[src/rtl/stepper_phase_decoder_pkg.sv]
// Shared motor definitions: half-step coil patterns, decoder state and
// the pattern-to-index decode used by the step-bus monitor.
package stepper_phase_decoder_pkg;

    localparam logic [3:0] HS_PAT_0 = 4'b1000;
    localparam logic [3:0] HS_PAT_1 = 4'b1100;
    localparam logic [3:0] HS_PAT_2 = 4'b0100;
    localparam logic [3:0] HS_PAT_3 = 4'b0110;
    localparam logic [3:0] HS_PAT_4 = 4'b0010;
    localparam logic [3:0] HS_PAT_5 = 4'b0011;
    localparam logic [3:0] HS_PAT_6 = 4'b0001;
    localparam logic [3:0] HS_PAT_7 = 4'b1001;
    localparam logic [3:0] COIL_OFF = 4'b0000;

    typedef enum logic [1:0] {
        ST_NOREF = 2'd0,
        ST_TRACK = 2'd1,
        ST_FAULT = 2'd2
    } dec_state_t;

    typedef struct packed {
        logic       valid;
        logic [2:0] idx;
    } hs_decode_t;

    // De-energized (0000) also reports valid=0; callers treat it separately.
    function automatic hs_decode_t hs_pattern_to_index(input logic [3:0] pat);
        hs_decode_t d;
        d.valid = 1'b1;
        d.idx   = 3'd0;
        case (pat)
            HS_PAT_0: d.idx = 3'd0;
            HS_PAT_1: d.idx = 3'd1;
            HS_PAT_2: d.idx = 3'd2;
            HS_PAT_3: d.idx = 3'd3;
            HS_PAT_4: d.idx = 3'd4;
            HS_PAT_5: d.idx = 3'd5;
            HS_PAT_6: d.idx = 3'd6;
            HS_PAT_7: d.idx = 3'd7;
            default:  d.valid = 1'b0;
        endcase
        return d;
    endfunction

endpackage

[src/rtl/stepper_phase_decoder_stall_timer.sv]
// Stall timer: counts cycles without restart, saturates at STALL_CYCLES-1
// and raises a registered flag while saturated.
module stepper_phase_decoder_stall_timer #(
    parameter int unsigned STALL_CYCLES = 50000
) (
    input  logic i_clk,
    input  logic i_rst,
    input  logic i_restart,
    output logic o_stalled
);

    localparam int unsigned          CNT_W   = $clog2(STALL_CYCLES);
    localparam logic [CNT_W-1:0]     CNT_MAX = CNT_W'(STALL_CYCLES - 1);

    logic [CNT_W-1:0] r_count;
    logic [CNT_W-1:0] w_count_next;
    logic             r_stalled;

    // NOTE: every signal written here gets a default first so no latch is inferred.
    always_comb begin
        w_count_next = r_count;
        if (i_restart) begin
            w_count_next = '0;
        end else if (r_count != CNT_MAX) begin
            w_count_next = r_count + 1'b1;
        end
    end

    // NOTE: sequential state uses non-blocking assignments only.
    always_ff @(posedge i_clk) begin
        if (i_rst) begin
            r_count   <= '0;
            r_stalled <= 1'b0;
        end else begin
            r_count   <= w_count_next;
            r_stalled <= (w_count_next == CNT_MAX);
        end
    end

    assign o_stalled = r_stalled;

endmodule

[src/rtl/stepper_phase_decoder.sv]
// Receive-side monitor for a 4-bit half-step coil bus: tracks position and
// direction, pulses per step, and flags skipped/illegal patterns and stalls.
module stepper_phase_decoder
    import stepper_phase_decoder_pkg::*;
#(
    parameter int          POS_W        = 16,
    parameter int unsigned STALL_CYCLES = 50000
) (
    input  logic                    i_clk,
    input  logic                    i_rst,
    input  logic [3:0]              i_coil,
    input  logic                    i_zero_pos,
    input  logic                    i_clear_fault,
    output logic signed [POS_W-1:0] o_position,
    output logic                    o_dir,
    output logic                    o_step_pulse,
    output logic                    o_energized,
    output logic                    o_skip,
    output logic                    o_fault,
    output logic                    o_stalled
);

    dec_state_t       r_state;
    dec_state_t       w_state_next;
    logic [3:0]       r_coil_q;
    logic [3:0]       r_coil_prev;
    logic [2:0]       r_idx;
    logic [POS_W-1:0] r_position;
    logic             r_dir;
    logic             r_step_pulse;
    logic             r_energized;
    logic             r_skip;
    logic             r_fault;

    hs_decode_t       w_dec;
    logic             w_coil_nz;
    logic [2:0]       w_delta;
    logic             w_step;
    logic             w_fwd;
    logic             w_double;
    logic             w_skip_evt;
    logic             w_fault_evt;
    logic             w_idx_load;
    logic [POS_W-1:0] w_step_mag;
    logic             w_stall_restart;

    assign w_dec      = hs_pattern_to_index(r_coil_q);
    assign w_coil_nz  = (r_coil_q != COIL_OFF);
    assign w_delta    = w_dec.idx - r_idx;
    assign w_step_mag = w_double ? POS_W'(2) : POS_W'(1);

    always_ff @(posedge i_clk) begin
        if (i_rst) begin
            r_state <= ST_NOREF;
        end else begin
            r_state <= w_state_next;
        end
    end

    always_comb begin
        w_state_next = r_state;
        case (r_state)
            ST_NOREF: begin
                if (w_fault_evt)     w_state_next = ST_FAULT;
                else if (w_idx_load) w_state_next = ST_TRACK;
            end
            ST_TRACK: if (w_fault_evt)   w_state_next = ST_FAULT;
            ST_FAULT: if (i_clear_fault) w_state_next = ST_NOREF;
            default:                     w_state_next = ST_NOREF;
        endcase
    end

    // Per-cycle step decisions from the registered pattern and stored index.
    always_comb begin
        w_step      = 1'b0;
        w_fwd       = 1'b0;
        w_double    = 1'b0;
        w_skip_evt  = 1'b0;
        w_fault_evt = 1'b0;
        w_idx_load  = 1'b0;
        case (r_state)
            ST_NOREF: begin
                if (w_coil_nz) begin
                    if (w_dec.valid) w_idx_load  = 1'b1;
                    else             w_fault_evt = 1'b1;
                end
            end
            ST_TRACK: begin
                if (w_coil_nz) begin
                    if (!w_dec.valid) begin
                        w_fault_evt = 1'b1;
                    end else begin
                        w_idx_load = 1'b1;
                        case (w_delta)
                            3'd1: begin w_step = 1'b1; w_fwd = 1'b1; end
                            3'd7: begin w_step = 1'b1; end
                            3'd2: begin
                                w_step = 1'b1; w_fwd = 1'b1;
                                w_double = 1'b1; w_skip_evt = 1'b1;
                            end
                            3'd6: begin
                                w_step = 1'b1; w_double = 1'b1; w_skip_evt = 1'b1;
                            end
                            3'd4: begin
                                // Opposite pattern: direction is ambiguous.
                                w_fault_evt = 1'b1;
                                w_idx_load  = 1'b0;
                            end
                            default: ;
                        endcase
                    end
                end
            end
            default: ;
        endcase
    end

    always_ff @(posedge i_clk) begin
        if (i_rst) begin
            r_coil_q     <= COIL_OFF;
            r_coil_prev  <= COIL_OFF;
            r_idx        <= 3'd0;
            r_position   <= '0;
            r_dir        <= 1'b0;
            r_step_pulse <= 1'b0;
            r_energized  <= 1'b0;
            r_skip       <= 1'b0;
            r_fault      <= 1'b0;
        end else begin
            r_coil_q     <= i_coil;
            r_coil_prev  <= r_coil_q;
            r_step_pulse <= w_step;
            r_energized  <= w_coil_nz;
            if (w_idx_load) r_idx <= w_dec.idx;
            if (w_step)     r_dir <= w_fwd;

            if (i_zero_pos) begin
                r_position <= '0;
            end else if (w_step) begin
                r_position <= w_fwd ? (r_position + w_step_mag)
                                    : (r_position - w_step_mag);
            end

            if (w_skip_evt)         r_skip <= 1'b1;
            else if (i_clear_fault) r_skip <= 1'b0;

            if (w_fault_evt)                                 r_fault <= 1'b1;
            else if (i_clear_fault && r_state == ST_FAULT)   r_fault <= 1'b0;
        end
    end

    assign w_stall_restart = (r_state == ST_FAULT) || !w_coil_nz ||
                             (r_coil_q != r_coil_prev);

    stepper_phase_decoder_stall_timer #(
        .STALL_CYCLES(STALL_CYCLES)
    ) u_stall_timer (
        .i_clk     (i_clk),
        .i_rst     (i_rst),
        .i_restart (w_stall_restart),
        .o_stalled (o_stalled)
    );

    assign o_position   = r_position;
    assign o_dir        = r_dir;
    assign o_step_pulse = r_step_pulse;
    assign o_energized  = r_energized;
    assign o_skip       = r_skip;
    assign o_fault      = r_fault;

endmodule

[config.mk]
export PLATFORM = sky130hd
export DESIGN_NAME = stepper_phase_decoder
export DESIGN_NICKNAME = d
export VERILOG_FILES = /design/src/rtl/stepper_phase_decoder_pkg.sv /design/src/rtl/stepper_phase_decoder_stall_timer.sv /design/src/rtl/stepper_phase_decoder.sv
export SDC_FILE = /design/constraint.sdc
export NUM_CORES = 1
export LEC_CHECK = 0
export CAP_MARGIN = 15
export CORE_UTILIZATION = 45
export DETAILED_ROUTE_END_ITERATION = 7
export HOLD_SLACK_MARGIN = 0.06
export PLACE_DENSITY = 0.75
export REMOVE_ABC_BUFFERS = 1
export SYNTH_ARGS = -nofsm -noshare
export SYNTH_HDL_FRONTEND = slang
export SYNTH_HIERARCHICAL = 1
export SYNTH_SLANG_ARGS = --single-unit
[constraint.sdc]
create_clock -name i_clk -period 4.35 [get_ports i_clk]
set_clock_uncertainty 0.1 [all_clocks]
set_input_delay 1.0875 -clock i_clk [delete_from_list [all_inputs] [get_ports i_clk]]
set_output_delay 1.0875 -clock i_clk [all_outputs]
set_load 0.01 [all_outputs]
# Yosys cells after proc, flatten, opt, wreduce, memory -nomap -nowiden
# Index checks and enable logic that the tools add are counted.
# W data, S select, Z words.
[totals]
reg_bits = 51
in_bits = 8
out_inout_bits = 22
elab_cells = 90
[classes]
n_addsub = 4
eq_ne = 21
n_mux = 39
reduce_logical = 14
[op_table]
columns = ["operator", "n"]
rows = [
  ["$mux W16", 3],
  ["$mux W1", 27],
  ["$pmux W3 S7", 1],
  ["$add A16 B1 Y16 const B", 1],
  ["$add A16 B2 Y16", 1],
  ["$eq A16 B16 Y1 const B", 1],
  ["$ne A16 B16 Y1 const B", 1],
  ["$sub A16 B2 Y16", 1],
  ["$eq A4 B4 Y1 const B", 3],
  ["$mux W2", 5],
  ["$eq A3 B3 Y1 const B", 3],
  ["$eq A4 B2 Y1 const B", 2],
  ["$eq A4 B3 Y1 const B", 2],
  ["$reduce_or A8 Y1", 1],
  ["$pmux W2 S3", 1],
  ["$reduce_or A2 Y1", 3],
  ["$eq A4 B1 Y1 const B", 1],
  ["$ne A2 B2 Y1 const B", 2],
  ["$ne A4 B4 Y1", 1],
  ["$pmux W1 S2", 2],
  ["$reduce_bool A2 Y1", 2],
  ["$reduce_bool A4 Y1", 1],
  ["$reduce_or A4 Y1", 1],
  ["$eq A3 B1 Y1 const B", 1],
  ["other kinds (10)", 11],
]

# Longest topological paths before layout
# Gate-level depths: netlist of the first run.
[logic_depth]
ltp_word = 12
depth_mapped = 17
mapped_depth_nobuf = 15

# Hierarchy
# Netlist of the first run, hierarchy kept.
[by_module_without_submodules]
columns = ["mod", "n_inst", "cells_per_inst", "area_each_um2", "seq_area_each_um2"]
rows = [
  ["stepper_phase_decoder", 1, 261, 2212.1, 680.7],
  ["stepper_phase_decoder_stall_timer", 1, 122, 1014.7, 340.3],
]

# Worst setup path after synthesis of the first run
# No wires, ideal clock.
[synth_path]
kind = "flip-flop to flip-flop"
startpoint = "register r_coil_q[2]"
endpoint = "register r_position[15] (netlist: o_position[15])"
setup_time_ns = 0.143
arrival_ns = 3.918
required_ns = 4.107
setup_slack_ns = 0.189
stages_incl_launch_ff = 18
path_buffers = 2
period_less_slack_ns = 4.161
cell_sequence = "dfxtp_1 > buf_2 > xor2_1 > nand2_1 > ha_1 > fa_1 > xnor2_1 > xnor2_2 > nor3_4 > inv_4 > buf_6 > ha_1 > a211oi_1 > o211ai_1 > and3_1 > a2111oi_1 > or3b_1 > o311ai_1"
[synth_between]
elab_chain_cells = 12
word_cells_on_any_way = 36
classes_between = "3 x add/sub; 12 x eq/ne; 16 x mux; 5 x reduce/logical"
[synth_rtl]
columns = ["element", "line_no", "text"]
rows = [
  ["from (decl)", "stepper_phase_decoder.sv:25", "logic [3:0] r_coil_q;"],
  ["from (signal assigned)", "stepper_phase_decoder.sv:130", "r_coil_q <= i_coil;"],
  ["$eq A4 B4 Y1 (tied with other cells)", "stepper_phase_decoder_pkg.sv:31", "case (pat)"],
  ["$pmux W3 S7", "stepper_phase_decoder_pkg.sv:31", ""],
  ["$sub A3 B3 Y3", "stepper_phase_decoder.sv:49", "assign w_delta = w_dec.idx - r_idx;"],
  ["$eq A3 B3 Y1 or $eq A3 B2 Y1 (tied branches)", "stepper_phase_decoder.sv:94", "case (w_delta)"],
  ["$reduce_or A2 Y1 (no source line)", "--", ""],
  ["$mux W1", "stepper_phase_decoder.sv:94", ""],
  ["$mux W1", "stepper_phase_decoder.sv:90", "if (!w_dec.valid) begin"],
  ["$mux W1", "stepper_phase_decoder.sv:89", "if (w_coil_nz) begin"],
  ["$mux W1", "stepper_phase_decoder.sv:81", "case (r_state)"],
  ["$mux W2", "stepper_phase_decoder.sv:50", "assign w_step_mag = w_double ? POS_W'(2) : POS_W'(1);"],
  ["$sub A16 B2 Y16 or $add A16 B2 Y16 (tied branches)", "stepper_phase_decoder.sv:141, stepper_phase_decoder.sv:140", ""],
  ["$mux W16", "stepper_phase_decoder.sv:140", "r_position <= w_fwd ? (r_position + w_step_mag)"],
  ["to (signal assigned)", "stepper_phase_decoder.sv:140", ""],
  ["to (decl)", "stepper_phase_decoder.sv:28", "logic [POS_W-1:0] r_position;"],
]
# Several ways; a longest one is shown, not always the timed one.
# A chain may end at the register's enable or synchronous reset.

# Worst setup path in the final report of the first run
[layout_path]
startpoint = "register r_coil_q[1]"
endpoint = "register r_position[12] (netlist: o_position[12])"
# The elaborated chain is that of the path after synthesis.

==> out/results.tsv, run 1 <==
stage	metric	value	unit
outcome	outcome	finished clean	
sta	fin_tns_setup	0	ns
power_and_ir_drop	p_int	0.8716	mW
clocking	insertion_delay	0.31	ns
power_and_ir_drop	swShare	29.84	%
synth	async_reset_ff_share	0	%
synth	synth_compound_area_share	20.28	%
synth	synth_cell_type_count	68	
finish	drive_above_1_share	9.685	%
sta	finalHoldViolCount	0	
clocking	clock_path_buffers	2	
synth	postSynthCellCount	383	
sta	setup_viol	0	
detailed_routing	drt-total-wl	7318	µm
grt	grtUsageTotal	20.34	%
finish	nets	439	
power_and_ir_drop	peakVddDrop	0.0001607	V
clocking	post_cts_buffers	0	
synth	syn_area_per_cell	8.425	µm²
min_path	worst_hold_path_type	reg2reg	
clocking	cts_tree	built	
synth	synthXorXnorAreaFrac	8.918	%
detailed_routing	drcViolationCount	0	
synth	synth_top_family_by_area	simple AND/OR/NAND/NOR gates	
sta	relSlewSlack	58.62	%
die	design.die.area	7513	µm²
placed_design	place_congestion	0.8751	
power_and_ir_drop	pwr-share-seq	40.4	%
die	fp.dieW	86.68	µm
clocking	clockRootBuffer	clkbuf_8	
synth	ys_seq_elements	51	
synth	synthAdderAreaFrac	7.832	%
sta	fin_crit	4.179	ns
synth	synth_area	3227	µm²
power_and_ir_drop	combinationalPowerShare	28.2	%
die	core	6869	µm²
finish	finalInstanceArea	3779	µm²
clocking	cts.sinks	51	
synth	yosys_most_used_dff	dfxtp_1	
synth	synth_mux_area_share	0.6204	%
detailed_routing	first_pass_iters	4	
placed_design	place_area	3622	µm²
synth	synth-edff-count	0	
setup_path	required	4.44	ns
setup_path	worstSetupStartpointType	register	
grt	overflow	0	
flow_run	cap_violations	0	
clocking	clk_pin_slew	0.09	ns
setup_path	worst-setup-path-type	reg2reg	
sta	fmax	239.3	MHz
grt	grt_pass1_vias	2704	
setup_path	arrival	4.27	ns
power_and_ir_drop	pwr-share-clk	31.4	%
synth	yosys_warnings	6	
setup_path	path_cells	xor2_1, nand2_1, ha_1, fa_1, xnor2_2, xnor2_2, nor3_4, inv_4, fa_1, a211oi_2, o21ai_0, a2111oi_1, nor2_1, xnor2_1, o22ai_1	
finish	synthToLayoutAreaGrowth	17.10	%
finish	fillers	638	
sta	fin_crit_sh	96.07	%
clocking	cts_made_buffers	5	
synth	seq_area_frac_synth	31.64	%
finish	n_antenna_cell	0	
detailed_routing	drtIter0Drc	128	
sta	rsz0062_at_grt	yes	
clocking	h-tree-depth	2	
die	row_count	30	
placed_design	dpl.hpwl	5348	µm
setup_path	critPathMaxStageDelay	0.49	ns
grt	grt_max_degree	17	
setup_path	critPathMaxFanout	15	
synth	synth_most_common_cell	dfxtp_1	
sta	slew_violations	0	
synth	yosysTopAreaCell	dfxtp_1	
detailed_routing	ant_nets	0	
detailed_routing	wl_per_cell	14.38	µm
setup_path	cp-end-kind	register	
placed_design	io_buffers	29	
power_and_ir_drop	p_sw	0.3707	mW
synth	synthTopCellsByArea	dfxtp_1, ha_1, a21oi_1, xnor2_1, nor2_1	
synth	synthSimpleGateAreaFrac	27.26	%
synth	synth_top_area_share	31.64	%
detailed_routing	via_count	2913	
die	io_pins	30	
grt	grt_pass1_wl	12220	µm
power_and_ir_drop	p_leak	1.397	nW
power_and_ir_drop	powerDensity	328.8	nW/µm²
setup_path	crit_slowest_cell	fa_1	
grt	antenna_found_initial	0	
die	start_util	46.98	%
die	die_y	86.68	µm
synth	synth_common_cells	dfxtp_1, a21oi_1, nor2_1, nand2_1, nand3_1	
detailed_routing	vias_per_cell	5.723	
sta	worst_pin_slew	0.6150	ns
==> layout make-up <==
cell class              instances  area [µm²]  area share, %
clock buffers                   6       72.57          1.921
clock inverters                 2       60.06          1.589
inverters                       7       28.78         0.7616
multi-input cells             309        2118          56.06
flip-flops and latches         51        1021          27.02
well taps                      96       120.1          3.179
repair buffers                 38       357.8          9.470
==> cell families (layout without fill, tap and decap cells) <==
kind of cell,count (synthesis),in the layout
AND/OR/NAND/NOR,154,154
adder cells (fa/ha/maj),19,19
multiplexers,2,2
flip-flops,51,51
buffers and inverters,23,53
AO/OA/AOI/OAI,102,102
XOR/XNOR,32,32
==> per-stage QoR <==
| step | hold WS, ns | util (%) | setup WS, ns | power (mW) | std cells |
|---|---|---|---|---|---|
| 2_1_floorplan | 0.3448 | - | 0.1819 | 0.7551 | 367 |
| 3_3_place_gp | 0.3676 | 52.73 | 0.2272 | 0.8384 | 501 |
| 3_5_place_dp | 0.3674 | 52.73 | 0.1055 | 0.8459 | 501 |
| 4_1_cts | 0.3810 | 54.66 | 0.04651 | 1.237 | 509 |
| 5_1_grt | 0.3986 | 55.01 | -0.06445 | 1.309 | 509 |
| 6_report | 0.3794 | 55.01 | 0.1711 | 1.242 | 509 |
==> what timing repair did <==
action                     4_1_cts  5_1_grt
resized for setup                0        5
hold buffers                     0        0
setup endpoints to repair        0        5
==> worst max-delay path, delay by kind of cell, from the launching register on <==
family / cells / cell delay, ns
AOI/OAI and AO/OA: 4 / 1.10
xor gates and xnor gates: 4 / 0.78
adders and majority gates: 3 / 1.10
buffers and inverters: 1 / 0.12
DFF: 1 / 0.36
and+or+nand+nor: 3 / 0.49
==> per-layer routing <==
metal / GRT usage [%] / part of all wire, %
met5: 0 / 0
met4: 7.121 / 2.3
met3: 3.619 / 3.5
met2: 34.99 / 47
met1: 25.56 / 47
==> state kept, by name, indices dropped and copies added (netlist names) <==
signal                   flops
o_position                  16
u_stall_timer/r_count       16
r_coil_prev                  4
r_coil_q                     4
r_idx                        3
r_state                      2
o_dir                        1
o_energized                  1
o_fault                      1
o_skip                       1
o_step_pulse                 1
u_stall_timer/o_stalled      1
==> cells in the final DEF (no fill, tap or decap), types with 3 or more instances in the layout <==
cell type,Yosys,layout
clkdlybuf4s50_1,0,29
nand2b_1,4,4
nand3b_1,3,3
inv_1,6,6
a31oi_1,4,4
o22ai_1,6,6
nand3_1,19,18
a21oi_1,35,35
or2_2,3,3
and2_1,4,4
a21o_1,6,6
nand2_1,23,23
nor2_1,33,33
o211ai_1,4,4
dfxtp_1,51,51
xnor2_1,18,17
and3_1,6,6
nor4_1,3,3
nor3_1,16,16
ha_1,17,17
nor2b_1,12,12
a211oi_1,7,6
xor2_1,13,13
nand4_1,5,5
clkbuf_8,0,5
o21ai_0,18,18
buf_4,0,9
nand4b_1,3,3
==> final timing paths <==
kind	cells past startpoint	slack (ns)	startpoint	to
worst max-delay path	15	0.17	r_coil_q[1]	o_position[12]
worst min-delay path	2	0.38	o_dir	o_dir
worst max register to register	15	0.17	r_coil_q[1]	o_position[12]
worst min register to register	2	0.38	o_dir	o_dir
==> power groups by stage <==
stage / logic, mW / registers [mW] / clock network, mW
after floorplan: 0.239 / 0.516 / 0
after global placement: 0.327 / 0.512 / 0
after detailed placement: 0.334 / 0.512 / 0
after CTS: 0.336 / 0.501 / 0.400
after global routing: 0.388 / 0.504 / 0.417
final: 0.351 / 0.502 / 0.390
No activity file was read; power rests on OpenSTA's default activity.
==> inputs of run 2 (changes only) <==
--- a/config.mk
+++ b/config.mk
@@ -5,11 +5,13 @@
 export SDC_FILE = /design/constraint.sdc
 export NUM_CORES = 1
 export LEC_CHECK = 0
+export ABC_AREA = 1
 export CAP_MARGIN = 15
 export CORE_UTILIZATION = 45
+export CTS_BUF_LIST = sky130_fd_sc_hd__clkbuf_8
 export DETAILED_ROUTE_END_ITERATION = 7
 export HOLD_SLACK_MARGIN = 0.06
-export PLACE_DENSITY = 0.75
+export PLACE_DENSITY = 0.74
 export REMOVE_ABC_BUFFERS = 1
 export SYNTH_ARGS = -nofsm -noshare
 export SYNTH_HDL_FRONTEND = slang
==> out/results.tsv, run 2 <==
stage	metric	value	unit	change
sta	fmax	282.0	MHz	+18%
power_and_ir_drop	p_leak	1.737	nW	+24%
min_path	holdPathStages	2		unchanged
synth	synth_most_common_cell	nand2_1		
setup_path	crit_top_cell	nand2_1		
clocking	cts.sinks	51		unchanged
finish	final_common_cell	nand2_1		
sta	finalHoldViolCount	0		unchanged
grt	grt_max_degree	21		+4
die	start_util	47.77	%	+0.79 points
power_and_ir_drop	power	1.090	mW	-12%
synth	synth_cell_type_count	35		-49%
setup_path	cp-end-kind	register		
placed_design	dp_slack	0.8133	ns	+0.7078 ns
clocking	clockRootBuffer	clkbuf_8		
synth	synthTopCellsByArea	dfxtp_1, nand2_1, nor2_1, ha_1, inv_1		
placed_design	dp_cells	638		+27%
grt	grt_pass1_vias	3009		+11%
clocking	clock_path_buffers	2		unchanged
sta	fin_crit	3.546	ns	-0.6332 ns
setup_path	crit_slowest_cell	fa_1		
clocking	post_cts_buffers	0		unchanged
die	design.die.area	7719	µm²	+2.7%
clocking	hold_buffers	0		unchanged
die	die_y	87.86	µm	+1.4%
synth	seq_area_frac_synth	30.78	%	-0.86 points
sta	setup_ws	0.8043	ns	+0.6332 ns
detailed_routing	wl_per_cell	11.74	µm	-18%
grt	overflow	0		unchanged
synth	syn_area_per_cell	6.379	µm²	-24%
synth	postSynthCellCount	520		+36%
finish	fillers	685		+7.4%
setup_path	r2r_setup_slack	0.80	ns	+0.63 ns
grt	grtUsageTotal	21.49	%	+1.2 points
detailed_routing	via_count	3232		+11%
finish	utilization	54.83	%	-0.18 points
synth	synth_common_cells	nand2_1, nor2_1, inv_1, dfxtp_1, nand3_1		
sta	fin_tns_setup	0	ns	unchanged
power_and_ir_drop	powerDensity	286.2	nW/µm²	-13%
placed_design	place_congestion	0.9133		+4.4%
clocking	h-tree-depth	2		unchanged
detailed_routing	drtIter0Drc	190		+48%
sta	worst_pin_slew	0.6763	ns	+0.06133 ns
min_path	holdPathEnd	r_idx[0]		
setup_path	reg2reg_depth	21		+6
die	fp.dieW	87.86	µm	+1.4%
die	io_pins	30		unchanged
synth	synth-edff-count	0		unchanged
min_path	hold_start	r_idx[0]		
finish	mostFrequentLayoutCells	nand2_1, nor2_1, inv_1		
placed_design	dpl.hpwl	5705	µm	+6.7%
sta	fin_crit_sh	81.51	%	-15 points
synth	synth_area	3317	µm²	+2.8%
clocking	insertion_delay	0.32	ns	about the same
placed_design	io_buffers	29		unchanged
sta	setup_viol	0		unchanged
finish	synthToLayoutAreaGrowth	14.79	%	
grt	grt_pass1_wl	13210	µm	+8.1%
sta	fin_hold_ws	0.3592	ns	-0.02028 ns
sta	slew_violations	0		unchanged
detailed_routing	ant_nets	0		unchanged
setup_path	rr_endpoint	o_position[11]		
finish	fin_cells	646		+27%
setup_path	required	4.47	ns	+0.03 ns
sta	rsz0062_at_grt	no		
finish	drive_above_1_share	7.818	%	-1.9 points
clocking	cts_made_buffers	5		unchanged
grt	antenna_found_initial	0		unchanged
die	core	6944	µm²	+1.1%
synth	yosys_warnings	6		unchanged
clocking	cts_resized	0		unchanged
synth	async_reset_ff_share	0	%	unchanged
flow_run	cap_violations	0		unchanged
detailed_routing	drcViolationCount	0		unchanged
power_and_ir_drop	peakVddDrop	0.0001208	V	-25%
min_path	worst_hold_path_type	reg2reg		
synth	yosys_most_used_dff	dfxtp_1		
finish	nets	576		+31%
detailed_routing	vias_per_cell	5.003		-13%
synth	ys_seq_elements	51		unchanged
setup_path	arrival	3.67	ns	-0.60 ns
finish	finalInstanceArea	3807	µm²	+0.76%
setup_path	worstSetupStartpointType	register		
detailed_routing	first_pass_iters	5		+1
clocking	clk_pin_slew	0.10	ns	about the same
outcome	outcome	finished clean		
clocking	cts_tree	built		
setup_path	worst-setup-path-type	reg2reg		
synth	yosysTopAreaCell	dfxtp_1		
synth	synth_top_area_share	30.78	%	-0.86 points
detailed_routing	drt-total-wl	7587	µm	+3.7%
sta	relSlewSlack	54.77	%	-3.9 points
die	row_count	30		unchanged
setup_path	timing.rr.start	r_coil_q[3]		
placed_design	place_area	3691	µm²	+1.9%
setup_path	critPathMaxFanout	16		+1
setup_path	path_cells	inv_2, nand2_1, nand2_1, nand3b_1, ha_1, fa_1, inv_1, nor2_1, nor2_1, nor2_4, nand2_4, ha_1, nand2_1, nor2_1, nand3_1, nand2_1, nand3_1, nand2_1, nand2_1, a21oi_2, nor2_1		
finish	n_antenna_cell	0		unchanged
setup_path	critPathMaxStageDelay	0.53	ns	+0.04 ns
## run 2: final cells by class
type	count	area (µm²)	area share, %
repair buffers	31	305.3	8.018
flip-flops and latches	51	1021	26.82
well taps	96	120.1	3.155
multi-input cells	398	2009	52.78
clock inverters	3	47.55	1.249
inverters	62	235.2	6.178
clock buffers	5	68.82	1.807
## run 2: critical path, delay by kind of cell (launching register included)
kind	cells	cell delay, ns
adders and majority gates	3	1.16
and+or+nand+nor	15	1.57
DFF	1	0.35
buffers and inverters	2	0.18
AOI/OAI and AO/OA	1	0.11
## run 2: report_power, final
part,internal (mW),switching [mW]
clock,0.175,0.177
sequential,0.483,0.0118
combinational,0.0909,0.151
## run 2: worst max-delay path by stage
| stage | startpoint | depth (start not counted) | endpoint | slack (ns) |
|---|---|---|---|---|
| 5_1_grt | r_coil_q[3] | 21 | o_position[11] | 0.44 |
| 4_1_cts | r_coil_q[1] | 21 | o_position[11] | 0.80 |
| 2_1_floorplan | r_coil_q[2] | 19 | o_position[15] | 1.26 |
| 3_5_place_dp | r_coil_q[1] | 21 | o_position[11] | 0.81 |
| 6_report | r_coil_q[3] | 21 | o_position[11] | 0.80 |
| 3_3_place_gp | r_coil_q[0] | 19 | o_position[11] | 0.92 |
## run 2: kinds of logic after synthesis
logic type                 synth area share [%]
and+or+nand+nor                           41.04
AOI/OAI and AO/OA                         9.280
buffers and inverters                     8.638
DFF                                       30.78
adders and majority gates                 7.620
xor gates and xnor gates                  2.641
## run 2: metal layers
layer | vias up | part of all wire [%] | global-route usage (%)
met5 | - | 0 | 0
met4 | 0 | 1.7 | 7.154
met3 | 12 | 3.5 | 3.487
met2 | 67 | 45 | 35.52
met1 | 1446 | 50 | 28.49
li1 | 1707 | - | -
==> inputs of run 3 (changes only) <==
==> constraint.sdc (replaced) <==
create_clock -name i_clk -period 2.9 [get_ports i_clk]
set_clock_uncertainty 0.1 [all_clocks]
set_input_delay 0.725 -clock i_clk [delete_from_list [all_inputs] [get_ports i_clk]]
set_output_delay 0.725 -clock i_clk [all_outputs]
set_load 0.01 [all_outputs]
==> out/results.tsv, run 3 (synthesized netlist as in run 2, its figures left out) <==
stage	metric	value	unit	change
outcome	outcome	complete, but fails checks		
sta	setup_viol	17		+17
finish	multi_input_area	2561	µm²	+27%
grt	grt_pass1_vias	3411		+13%
die	io_pins	30		unchanged
sta	setup_ws	-0.4976	ns	-1.302 ns
sta	fin_crit_sh	117.2	%	+36 points
finish	drive_above_1_share	30.25	%	+22 points
finish	utilization	69.15	%	+14 points
setup_path	critPathMaxStageDelay	0.57	ns	+0.04 ns
setup_path	arrival	3.52	ns	-0.15 ns
sta	fin_tns_setup	-5.838	ns	-5.838 ns
detailed_routing	drt-total-wl	10010	µm	+32%
finish	nets	631		+9.5%
placed_design	io_buffers	29		unchanged
setup_path	crit_start	r_coil_q[1]		
clocking	hold_buffers	0		unchanged
finish	mostFrequentLayoutCells	nand2_1, nor2_1, dfxtp_1, buf_4, inv_1		
sta	fin_hold_ws	0.3683	ns	+0.009179 ns
sta	finalHoldViolCount	0		unchanged
detailed_routing	drtIter0Drc	202		+6.3%
grt	antenna_found_initial	0		unchanged
sta	worst_pin_slew	0.4342	ns	-0.2421 ns
placed_design	place_congestion	0.9166		+0.36%
setup_path	cp-end-kind	register		
clocking	clock_path_buffers	2		unchanged
grt	grt_pass1_wl	14910	µm	+13%
finish	regArea	1023	µm²	+0.24%
detailed_routing	first_pass_iters	4		-1
finish	n_antenna_cell	0		unchanged
die	row_count	30		unchanged
power_and_ir_drop	power	1.855	mW	+70%
detailed_routing	wl_per_cell	14.28	µm	+22%
detailed_routing	via_count	3701		+15%
detailed_routing	drcViolationCount	0		unchanged
grt	grt_max_degree	22		+4.8%
setup_path	crit_top_cell	nor2_4		
placed_design	dpl.hpwl	6253	µm	+9.6%
min_path	worst_hold_path_type	reg2reg		
setup_path	worstSetupStartpointType	register		
die	core	6944	µm²	unchanged
clocking	clockRootBuffer	clkbuf_8		
min_path	hold_start	r_idx[0]		
power_and_ir_drop	peakVddDrop	0.0002646	V	+120%
setup_path	required	3.02	ns	-1.45 ns
grt	grtUsageTotal	24.33	%	+2.8 points
die	fp.dieW	87.86	µm	unchanged
die	die_y	87.86	µm	unchanged
finish	final_common_cell	nand2_1		
sta	fmax	294.3	MHz	+4.4%
die	start_util	47.77	%	unchanged
flow_run	cap_violations	0		unchanged
setup_path	worst-setup-path-type	reg2reg		
die	design.die.area	7719	µm²	unchanged
setup_path	timing.rr.start	r_coil_q[1]		
setup_path	path_cells	inv_2, nand2_2, nand2_1, nand3b_1, ha_2, fa_2, inv_2, nor2_4, nor2_4, nor2_4, buf_12, nand2_8, buf_6, ha_4, nand2_4, nor2_4, and2_4, nand2_4, nand3_2, nand2_2, nor2_2, nor2_1		
finish	fillers	538		-21%
clocking	clk_pin_slew	0.10	ns	about the same
clocking	cts_tree	built		
clocking	cts_made_buffers	5		unchanged
detailed_routing	vias_per_cell	5.280		+5.5%
sta	fin_crit	3.398	ns	-0.1481 ns
clocking	cts.sinks	51		unchanged
sta	rsz0062_at_grt	yes		
clocking	h-tree-depth	2		unchanged
power_and_ir_drop	p_leak	2.056	nW	+18%
detailed_routing	ant_nets	0		unchanged
sta	slew_violations	0		unchanged
power_and_ir_drop	powerDensity	386.3	nW/µm²	+35%
sta	relSlewSlack	70.99	%	+16 points
setup_path	crit_slowest_cell	fa_2		
finish	synthToLayoutAreaGrowth	44.78	%	
grt	overflow	0		unchanged
outcome	violations	negative setup slack		
setup_path	critPathMaxFanout	7		-9
clocking	insertion_delay	0.32	ns	about the same
[run 3: cell count changes in the layout (fill, tap and decap cells not counted), moves of 11 or more]
cell and delta:
nand2_1 -24, buf_4 +47, nand2_2 +11, nor2_1 -11, a21oi_1 -11, ha_4 +14, ha_1 -15, nand2_4 +12
[run 3: critical path: cells and delay by family, from the launching register on]
kind / cells / cell delay (ns)
buf+inv: 4 / 0.46
simple gates: 15 / 1.32
fa+ha+maj: 3 / 1.07
flops: 1 / 0.35
[run 3: path summary, 6_finish.rpt]
path	end	slack, ns	cells after the start
max	o_position[14]	-0.50	22
min	r_idx[0]	0.37	2
max reg2reg	o_position[14]	-0.50	22
min reg2reg	r_idx[0]	0.37	2
[run 3: layer usage]
metal	global-route usage [%]	routed length (µm)	part of all wire [%]
met1	30.09	4176	42
met2	42.14	5038	50
met3	3.864	518	5.2
met4	9.687	276	2.8
met5	0	0	0
[run 3: layout make-up]
| class | count | area share (%) |
|---|---|---|
| Tap cell | 96 | 2.501 |
| Clock buffer | 5 | 1.433 |
| Clock inverter | 3 | 0.5472 |
| Inverter | 62 | 4.977 |
| Multi-Input combinational cell | 399 | 53.34 |
| Sequential cell | 51 | 21.31 |
| Timing Repair Buffer | 85 | 15.89 |
[run 3: repair_timing]
action                                  in CTS  in global routing
pin swaps                                   45                 45
gates cloned                                 1                  0
endpoints found under the setup margin      14                 18
buffers inserted                             4                 11
resized for setup                           58                 64
[run 3: power by group]
group          leakage (nW)  total, mW  switching (mW)  internal (mW)
logic                  1.59      0.659           0.362          0.298
registers             0.415      0.746          0.0204          0.726
clock network        0.0491      0.450           0.271          0.178
[run 3: per-stage QoR]
stage | cell area [µm²] | std cells | setup WS, ns
after floorplan | 3266 | 511 | -0.1926
after global placement | 3996 | 677 | -0.3817
after detailed placement | 3996 | 677 | -0.5296
after CTS | 4438 | 690 | -0.4399
after global routing | 4802 | 701 | -0.7134
final | 4802 | 701 | -0.4976
